**src/rtl/prog_pulse_seq_pkg.sv**
```systemverilog
// Shared definitions for the programming-pulse sequencer: op codes, FSM
// encoding and default phase timings (24 MHz oscillator domain).
package prog_pulse_pkg;

    localparam logic [2:0] OP_NOP        = 3'd0;
    localparam logic [2:0] OP_SET_PROG   = 3'd1;
    localparam logic [2:0] OP_CLR_PROG   = 3'd2;
    localparam logic [2:0] OP_PULSE_WAIT = 3'd3;
    localparam logic [2:0] OP_PULSE      = 3'd4;
    localparam logic [2:0] OP_SET_VPP    = 3'd5;
    localparam logic [2:0] OP_CLR_VPP    = 3'd6;

    localparam int DEF_DELAY_W  = 16;
    localparam int DEF_COUNT_W  = 4;
    localparam int DEF_PRE_DLY  = 48;
    localparam int DEF_POST_DLY = 48;
    localparam int DEF_POLL_DLY = 80;
    localparam int DEF_POLL_MAX = 12;

    typedef enum logic [2:0] {
        ST_IDLE = 3'd0,
        ST_PRE  = 3'd1,
        ST_LOW  = 3'd2,
        ST_POST = 3'd3,
        ST_POLL = 3'd4,
        ST_FIN  = 3'd5
    } state_t;

    function automatic logic is_pulse_op(input logic [2:0] op);
        return (op == OP_PULSE) || (op == OP_PULSE_WAIT);
    endfunction

endpackage

```
**src/rtl/prog_pulse_seq_if.sv**
```systemverilog
// Command/status bundle between the host glue (master) and the sequencer (slave).
interface prog_pulse_seq_if
    import prog_pulse_pkg::*;
#(
    parameter int DELAY_W = DEF_DELAY_W,
    parameter int COUNT_W = DEF_COUNT_W
) ();

    // Handshake: cmd_start is a one-cycle strobe, taken only while busy=0
    // (abort in the same cycle cancels it); every accepted command retires
    // with exactly one done pulse unless rst discards it.
    logic               cmd_start;
    logic [2:0]         cmd_op;
    logic [COUNT_W-1:0] cmd_npulses;
    logic [DELAY_W-1:0] cfg_width;
    logic               ready_pol;
    logic               ready_in;
    logic               abort;

    logic               prog_out;
    logic               vpp_out;
    logic               busy;
    logic               done;
    logic               err;
    logic [COUNT_W-1:0] pulses_done;

    modport master (
        output cmd_start, cmd_op, cmd_npulses, cfg_width, ready_pol, ready_in, abort,
        input  prog_out, vpp_out, busy, done, err, pulses_done
    );

    modport slave (
        input  cmd_start, cmd_op, cmd_npulses, cfg_width, ready_pol, ready_in, abort,
        output prog_out, vpp_out, busy, done, err, pulses_done
    );

endinterface

```
**src/rtl/prog_pulse_seq_timer.sv**
```systemverilog
// Load/count-down phase timer; a phase loaded with N-1 lasts exactly N cycles.
module prog_delay_timer #(
    parameter int DELAY_W = 16
) (
    input  logic               clk,
    input  logic               rst,
    input  logic               load,
    input  logic [DELAY_W-1:0] load_val,
    output logic               zero
);

    logic [DELAY_W-1:0] cnt_q;

    always_ff @(posedge clk) begin
        if (rst) begin
            cnt_q <= '0;
        end else if (load) begin
            cnt_q <= load_val;
        end else if (cnt_q != '0) begin
            cnt_q <= cnt_q - DELAY_W'(1);
        end
    end

    assign zero = (cnt_q == '0);

endmodule

```
**src/rtl/prog_pulse_seq.sv**
```systemverilog
// nPROG/VPP programming sequencer: static pin ops and N-pulse trains with
// optional ready polling after each pulse.
module prog_pulse_seq
    import prog_pulse_pkg::*;
#(
    parameter int DELAY_W  = DEF_DELAY_W,
    parameter int COUNT_W  = DEF_COUNT_W,
    parameter int PRE_DLY  = DEF_PRE_DLY,
    parameter int POST_DLY = DEF_POST_DLY,
    parameter int POLL_DLY = DEF_POLL_DLY,
    parameter int POLL_MAX = DEF_POLL_MAX
) (
    input  logic             osc,
    input  logic             rst,
    prog_pulse_seq_if.slave  bus,
    output state_t           dbg_state
);

    localparam logic [DELAY_W-1:0] PRE_M1    = DELAY_W'(PRE_DLY - 1);
    localparam logic [DELAY_W-1:0] POST_M1   = DELAY_W'(POST_DLY - 1);
    localparam logic [DELAY_W-1:0] POLL_M1   = DELAY_W'(POLL_DLY - 1);
    localparam logic [COUNT_W-1:0] POLL_LAST = COUNT_W'(POLL_MAX - 1);
    localparam logic [COUNT_W-1:0] COUNT_ONE = COUNT_W'(1);

    state_t             state_q, state_d;
    logic               tmr_load, tmr_zero;
    logic [DELAY_W-1:0] tmr_val;

    logic               prog_q, vpp_q, err_q, done_imm_q, wait_q;
    logic [COUNT_W-1:0] pulses_q, left_q, poll_q;
    logic [DELAY_W-1:0] width_m1_q;

    logic start_ok, abort_busy, ready_match;

    assign start_ok    = (state_q == ST_IDLE) && bus.cmd_start && !bus.abort;
    assign abort_busy  = (state_q != ST_IDLE) && bus.abort;
    assign ready_match = (bus.ready_in == bus.ready_pol);

    prog_delay_timer #(.DELAY_W(DELAY_W)) u_timer (
        .clk      (osc),
        .rst      (rst),
        .load     (tmr_load),
        .load_val (tmr_val),
        .zero     (tmr_zero)
    );

    always_ff @(posedge osc) begin
        if (rst) state_q <= ST_IDLE;
        else     state_q <= state_d;
    end

    // left_q is already decremented when POLL decides, so zero means "last pulse done".
    always_comb begin
        state_d  = state_q;
        tmr_load = 1'b0;
        tmr_val  = '0;
        unique case (state_q)
            ST_IDLE: if (start_ok && is_pulse_op(bus.cmd_op)) begin
                state_d  = ST_PRE;
                tmr_load = 1'b1;
                tmr_val  = PRE_M1;
            end
            ST_PRE: if (tmr_zero) begin
                state_d  = ST_LOW;
                tmr_load = 1'b1;
                tmr_val  = width_m1_q;
            end
            ST_LOW: if (tmr_zero) begin
                state_d  = ST_POST;
                tmr_load = 1'b1;
                tmr_val  = POST_M1;
            end
            ST_POST: if (tmr_zero) begin
                if (wait_q) begin
                    state_d  = ST_POLL;
                    tmr_load = 1'b1;
                    tmr_val  = '0;
                end else if (left_q != COUNT_ONE) begin
                    state_d  = ST_LOW;
                    tmr_load = 1'b1;
                    tmr_val  = width_m1_q;
                end else begin
                    state_d = ST_FIN;
                end
            end
            ST_POLL: if (tmr_zero) begin
                if (ready_match) begin
                    if (left_q != '0) begin
                        state_d  = ST_LOW;
                        tmr_load = 1'b1;
                        tmr_val  = width_m1_q;
                    end else begin
                        state_d = ST_FIN;
                    end
                end else if (poll_q == POLL_LAST) begin
                    state_d = ST_FIN;
                end else begin
                    tmr_load = 1'b1;
                    tmr_val  = POLL_M1;
                end
            end
            ST_FIN:  state_d = ST_IDLE;
            default: state_d = ST_IDLE;
        endcase
        if (abort_busy) begin
            state_d  = (state_q == ST_FIN) ? ST_IDLE : ST_FIN;
            tmr_load = 1'b0;
        end
    end

    always_ff @(posedge osc) begin
        if (rst) begin
            prog_q     <= 1'b0;
            vpp_q      <= 1'b0;
            err_q      <= 1'b0;
            done_imm_q <= 1'b0;
            wait_q     <= 1'b0;
            pulses_q   <= '0;
            left_q     <= '0;
            poll_q     <= '0;
            width_m1_q <= '0;
        end else begin
            done_imm_q <= 1'b0;
            if (start_ok) begin
                err_q      <= 1'b0;
                pulses_q   <= '0;
                poll_q     <= '0;
                done_imm_q <= !is_pulse_op(bus.cmd_op);
                wait_q     <= (bus.cmd_op == OP_PULSE_WAIT);
                width_m1_q <= (bus.cfg_width == '0) ? '0 : bus.cfg_width - DELAY_W'(1);
                left_q     <= (bus.cmd_npulses == '0) ? COUNT_ONE : bus.cmd_npulses;
                case (bus.cmd_op)
                    OP_SET_PROG, OP_PULSE, OP_PULSE_WAIT: prog_q <= 1'b1;
                    OP_CLR_PROG:                          prog_q <= 1'b0;
                    OP_SET_VPP:                           vpp_q  <= 1'b1;
                    OP_CLR_VPP:                           vpp_q  <= 1'b0;
                    default: ;
                endcase
            end else if (abort_busy) begin
                prog_q <= 1'b1;
                vpp_q  <= 1'b0;
                err_q  <= 1'b1;
            end else if (state_q != ST_IDLE) begin
                prog_q <= (state_d != ST_LOW);
                if (state_q == ST_POST && tmr_zero) begin
                    if (pulses_q != '1) pulses_q <= pulses_q + COUNT_ONE;
                    left_q <= left_q - COUNT_ONE;
                    poll_q <= '0;
                end
                if (state_q == ST_POLL && tmr_zero && !ready_match) begin
                    poll_q <= poll_q + COUNT_ONE;
                    if (poll_q == POLL_LAST) err_q <= 1'b1;
                end
            end
        end
    end

    always_comb begin
        bus.prog_out    = prog_q;
        bus.vpp_out     = vpp_q;
        bus.busy        = (state_q != ST_IDLE);
        bus.done        = done_imm_q || (state_q == ST_FIN);
        bus.err         = err_q;
        bus.pulses_done = pulses_q;
        dbg_state       = state_q;
    end

endmodule

```
**src/flat_wrapper.sv**
```systemverilog
// flat-port wrapper written by rule: the top's interface ports become plain ports
module prog_pulse_seq_flat import prog_pulse_pkg::*;
#(
    parameter int DELAY_W  = DEF_DELAY_W,
    parameter int COUNT_W  = DEF_COUNT_W,
    parameter int PRE_DLY  = DEF_PRE_DLY,
    parameter int POST_DLY = DEF_POST_DLY,
    parameter int POLL_DLY = DEF_POLL_DLY,
    parameter int POLL_MAX = DEF_POLL_MAX
)
  (osc, rst, dbg_state, bus_cmd_start, bus_cmd_op, bus_cmd_npulses, bus_cfg_width, bus_ready_pol, bus_ready_in, bus_abort, bus_prog_out, bus_vpp_out, bus_busy, bus_done, bus_err, bus_pulses_done);
  prog_pulse_seq_if #(.DELAY_W(DELAY_W), .COUNT_W(COUNT_W)) bus_i ();
  input  logic osc;
  input  logic rst;
  output state_t dbg_state;
  input wire logic [$bits(bus_i.cmd_start)-1:0] bus_cmd_start;
  input wire logic [$bits(bus_i.cmd_op)-1:0] bus_cmd_op;
  input wire logic [$bits(bus_i.cmd_npulses)-1:0] bus_cmd_npulses;
  input wire logic [$bits(bus_i.cfg_width)-1:0] bus_cfg_width;
  input wire logic [$bits(bus_i.ready_pol)-1:0] bus_ready_pol;
  input wire logic [$bits(bus_i.ready_in)-1:0] bus_ready_in;
  input wire logic [$bits(bus_i.abort)-1:0] bus_abort;
  output wire logic [$bits(bus_i.prog_out)-1:0] bus_prog_out;
  output wire logic [$bits(bus_i.vpp_out)-1:0] bus_vpp_out;
  output wire logic [$bits(bus_i.busy)-1:0] bus_busy;
  output wire logic [$bits(bus_i.done)-1:0] bus_done;
  output wire logic [$bits(bus_i.err)-1:0] bus_err;
  output wire logic [$bits(bus_i.pulses_done)-1:0] bus_pulses_done;
  assign bus_i.cmd_start = bus_cmd_start;
  assign bus_i.cmd_op = bus_cmd_op;
  assign bus_i.cmd_npulses = bus_cmd_npulses;
  assign bus_i.cfg_width = bus_cfg_width;
  assign bus_i.ready_pol = bus_ready_pol;
  assign bus_i.ready_in = bus_ready_in;
  assign bus_i.abort = bus_abort;
  assign bus_prog_out = bus_i.prog_out;
  assign bus_vpp_out = bus_i.vpp_out;
  assign bus_busy = bus_i.busy;
  assign bus_done = bus_i.done;
  assign bus_err = bus_i.err;
  assign bus_pulses_done = bus_i.pulses_done;
  prog_pulse_seq #(.DELAY_W(DELAY_W), .COUNT_W(COUNT_W), .PRE_DLY(PRE_DLY), .POST_DLY(POST_DLY), .POLL_DLY(POLL_DLY), .POLL_MAX(POLL_MAX)) u_core (.osc(osc), .rst(rst), .bus(bus_i), .dbg_state(dbg_state));
endmodule
```
**config.mk**
```make
export PLATFORM = sky130hd
export DESIGN_NAME = prog_pulse_seq_flat
export DESIGN_NICKNAME = d
export VERILOG_FILES = /design/src/rtl/prog_pulse_seq_pkg.sv /design/src/rtl/prog_pulse_seq_if.sv /design/src/rtl/prog_pulse_seq_timer.sv /design/src/rtl/prog_pulse_seq.sv /design/src/flat_wrapper.sv
export SDC_FILE = /design/constraint.sdc
export NUM_CORES = 1
export LEC_CHECK = 0
export ABC_AREA = 0
export CORE_MARGIN = 2
export CORE_UTILIZATION = 35
export DETAILED_ROUTE_END_ITERATION = 12
export GPL_TIMING_DRIVEN = 0
export SETUP_SLACK_MARGIN = 0.3
export SKIP_CTS_REPAIR_TIMING = 1
export SYNTH_ARGS = -nofsm -noshare
export SYNTH_HDL_FRONTEND = slang
export SYNTH_HIERARCHICAL = 1
export SYNTH_SLANG_ARGS = --single-unit
```
**constraint.sdc**
```tcl
create_clock -name osc -period 8.1 [get_ports osc]
set_input_delay 2.025 -clock osc [delete_from_list [all_inputs] [get_ports osc]]
set_output_delay 2.025 -clock osc [all_outputs]
set_load 0.02 [all_outputs]
```
==> flow_metrics.py <==
metrics = {
    "timing": {
        "layout_worst_path_cycle_share_pct": 60.24,
        "period_minus_ws_final_ns": 4.880,
        "hold_violations": 0,
        "tns_ns": 0,
        "slew-limit-headroom_pct": 38.19,
        "unrepaired_setup_endpoints_after_global_routing": "no",
        "final-setup-viol-count": 0,
        "worst_pin_slew_ns": 0.9186,
        "maxClockFrequency_ghz": 0.2049,
        "report.final.slew_viol_count": 0,
        "final.setup_skew_ns": 0.003730,
    },
    "logic_synthesis": {
        "combinational_family_with_the_most_area_after_synthesis": "simple AND/OR/NAND/NOR gates",
        "yosys-mux-area-fraction_pct": 0.9445,
        "synth.distinct_cells": 61,
        "ys.warnings.count": 6,
        "post_synth_fa_ha_maj_area_fraction_pct": 2.361,
        "edff_count_synth": 0,
        "yosys.area_share.xor_xnor_pct": 8.264,
        "seq_total_area_yosys_pct": 32.74,
        "syn_nets": 427,
        "fraction_of_the_mapped_netlist_area_in_simple_logic_gates_pct": 30.46,
        "synthesized_cell_area_sq_um": 3179,
        "syn_area_per_cell_sq_um": 8.110,
        "compound_cell_area_share_of_the_yosys_netlist_pct": 21.05,
        "ys_seq_elements": 52,
        "ys_async_sr_fraction_pct": 0,
        "ys_dominant_reg_cell": "dfxtp_1",
        "netlist_instances": 392,
    },
    "placement": {
        "dp.cells": 540,
        "place.detailed.hpwl_um": 5967,
        "place_congestion": 0.8479,
        "io_buffer_count": 40,
    },
    "floorplanning": {
        "rows": 34,
        "die_width_um": 99.31,
        "die-height_um": 99.31,
        "initial_core_util_pct": 36.28,
        "boundaryPins": 41,
        "dieArea_sq_um": 9862,
        "core_sq_um": 8763,
    },
    "global_route": {
        "globalRouteOverflowTotal": 0,
        "antenna_found_initial": 0,
        "grt_max_degree": 16,
        "grt.total_usage_pct": 16.02,
        "vias_in_the_first_global_route": 2745,
        "global_route_wire_length_before_repair_um": 13190,
    },
    "worst_setup_path": {
        "critical-path-top-cell-by-count": "a21oi_1",
        "cp_data_arrival_time_ns": 5.11,
        "start_kind": "input port",
        "path_max_fanout": 10,
        "cp_slowest_cell": "clkdlybuf4s50_1",
        "worst_ep_required_time_ns": 8.33,
        "end_kind": "register",
        "crit_start": "bus_abort",
        "worstPathCellList": "clkdlybuf4s50_1 > nor2_1 > and3_1 > buf_2 > a32oi_1 > a21oi_1 > nor2b_1 > clkbuf_1 > a21oi_1 > a31o_2 > nor3_1",
        "slowest_delay_ns": 0.50,
        "worstSetupPathType": "input port to register",
        "worstReg2RegStart": "u_core/u_timer/cnt_q[0]",
    },
    "route": {
        "drt_wl_total_um": 7659,
        "via_count": 2893,
        "detail_route.drc_violations": 0,
        "wl_per_cell_um": 13.98,
        "ant_nets": 0,
        "drt_first_iter_violations": 123,
        "firstDrtPassIters": 4,
        "viasPerCell": 5.279,
    },
    "pwr": {
        "static-leakage-power_uw": 0.001337,
        "power-per-cell-area_nw_per_um2": 233.7,
        "ir_drop_mv": 0.07730,
    },
    "clocking": {
        "cts_tree": "built",
        "path_clk_slew_ns": 0.09,
        "cts_htree_levels": 2,
        "numClockSinks": 52,
        "clockRootBuffer": "clkbuf_8",
        "cts_made_buffers": 5,
        "cts.path.max_buffers": 2,
        "clock_latency_ns": 0.30,
    },
    "final_layout": {
        "filler_cell_count": 897,
        "post_layout_nonfiller_instances": 548,
        "areaGrowthSynthToFinish_pct": 19.80,
        "post_route_cells_drive_above_1_share_pct": 9.545,
        "antennaDiodeCount": 0,
        "post-route-util_pct": 43.46,
        "nNetsFinal": 474,
    },
    "job": {
        "cap_viol_max_count": 0,
    },
    "min_path": {
        "hold_path.startpoint": "u_core/width_m1_q[8]",
        "holdCritPathClass": "register to register",
    },
    "run_status": {
        "run_status": "finished clean",
    },
}
[routing by layer]
metal | wire, um | track usage [%] | vias up | part of all wire [%]
met5 | 0 | 0 | - | 0
met4 | 90 | 4.847 | 0 | 1.2
met3 | 175 | 2.108 | 6 | 2.3
met2 | 3473 | 25.47 | 38 | 45
met1 | 3918 | 22.69 | 1340 | 51
li1 | - | - | 1509 | -
[Yosys cell counts (7+ instances only)]
library cell	instances	area share (%)
nand2_1	54	6.4
o21ai_2	10	2.8
xnor2_1	18	5.0
o21ai_0	25	3.9
nor3_1	15	2.4
xor2_1	12	3.3
and3_1	14	2.8
dfxtp_1	52	33
nor2_1	37	4.4
a21oi_1	16	2.5
clkbuf_1	11	1.3
nand3_1	7	1.1
inv_1	12	1.4
[logic make-up (layout without fill, tap and decap cells)]
family                   after synthesis  after routing
AO/OA/AOI/OAI                         97             97
XOR/XNOR                              30             30
adder cells (fa/ha/maj)                6              6
buffers and inverters                 29             77
flip-flops                            52             52
multiplexers                           3              3
AND/OR/NAND/NOR                      175            175
[flip-flops by register name, indices dropped and copies added, names as in the netlist]
register,count
u_core/bus.err,1
u_core/bus.prog_out,1
u_core/bus.pulses_done,4
u_core/bus.vpp_out,1
u_core/dbg_state,3
u_core/done_imm_q,1
u_core/left_q,4
u_core/poll_q,4
u_core/u_timer/cnt_q,16
u_core/wait_q,1
u_core/width_m1_q,16
[path summary, 6_finish.rpt]
kind                                    to  cells past startpoint  slack [ns]
setup / recovery  u_core/u_timer/cnt_q[13]                     11        3.22
setup reg to reg  u_core/u_timer/cnt_q[13]                     14        3.44
hold reg to reg       u_core/width_m1_q[8]                      2        0.45
hold / removal        u_core/width_m1_q[8]                      2        0.45
[critical path: cells and delay by family]
family	cells	cell delay (ns)
compound gates	4	0.97
buf+inv	3	1.12
simple gates	4	0.97
[through the flow]
| step | worst slack, ns | hold slack [ns] | total power, uW | area, sq um |
|---|---|---|---|---|
| after CTS | 3.258 | 0.4599 | 897.1 | 3809 |
| after global placement | 2.952 | 0.4315 | 734.0 | 3715 |
| final | 3.220 | 0.4540 | 890.2 | 3809 |
| after floorplan | 4.052 | 0.4168 | 643.9 | 3179 |
| after global routing | 2.967 | 0.4848 | 957.0 | 3809 |
| after detailed placement | 2.951 | 0.4375 | 739.8 | 3715 |
[report_power, final]
| group | internal (uW) | leakage, uW | switching (uW) |
|---|---|---|---|
| clock network | 69.7 | 0.0000445 | 86.1 |
| logic | 179 | 0.000868 | 219 |
| registers | 296 | 0.000425 | 40.5 |
[placed cells by master (no fill, tap or decap), types with 6 or more instances in the layout]
master	instances
a21oi_1	16
a31oi_1	6
and3_1	14
clkbuf_1	12
clkbuf_8	6
clkdlybuf4s50_1	40
dfxtp_1	52
ha_1	6
inv_1	12
nand2_1	54
nand3_1	7
nor2_1	37
nor3_1	15
o21ai_0	25
o21ai_2	10
xnor2_1	18
xor2_1	12
[area by class of cell]
class	count	area, sq um	share of cell area [%]
multi-input cells	311	2006	52.66
flip-flops and latches	52	1041	27.33
repair buffers	40	400.4	10.51
well taps	108	135.1	3.548
plain buffers	17	87.58	2.300
clock buffers	7	86.33	2.267
inverters	12	45.04	1.183
clock inverters	1	7.507	0.1971
No activity file was read; power rests on OpenSTA's default activity.
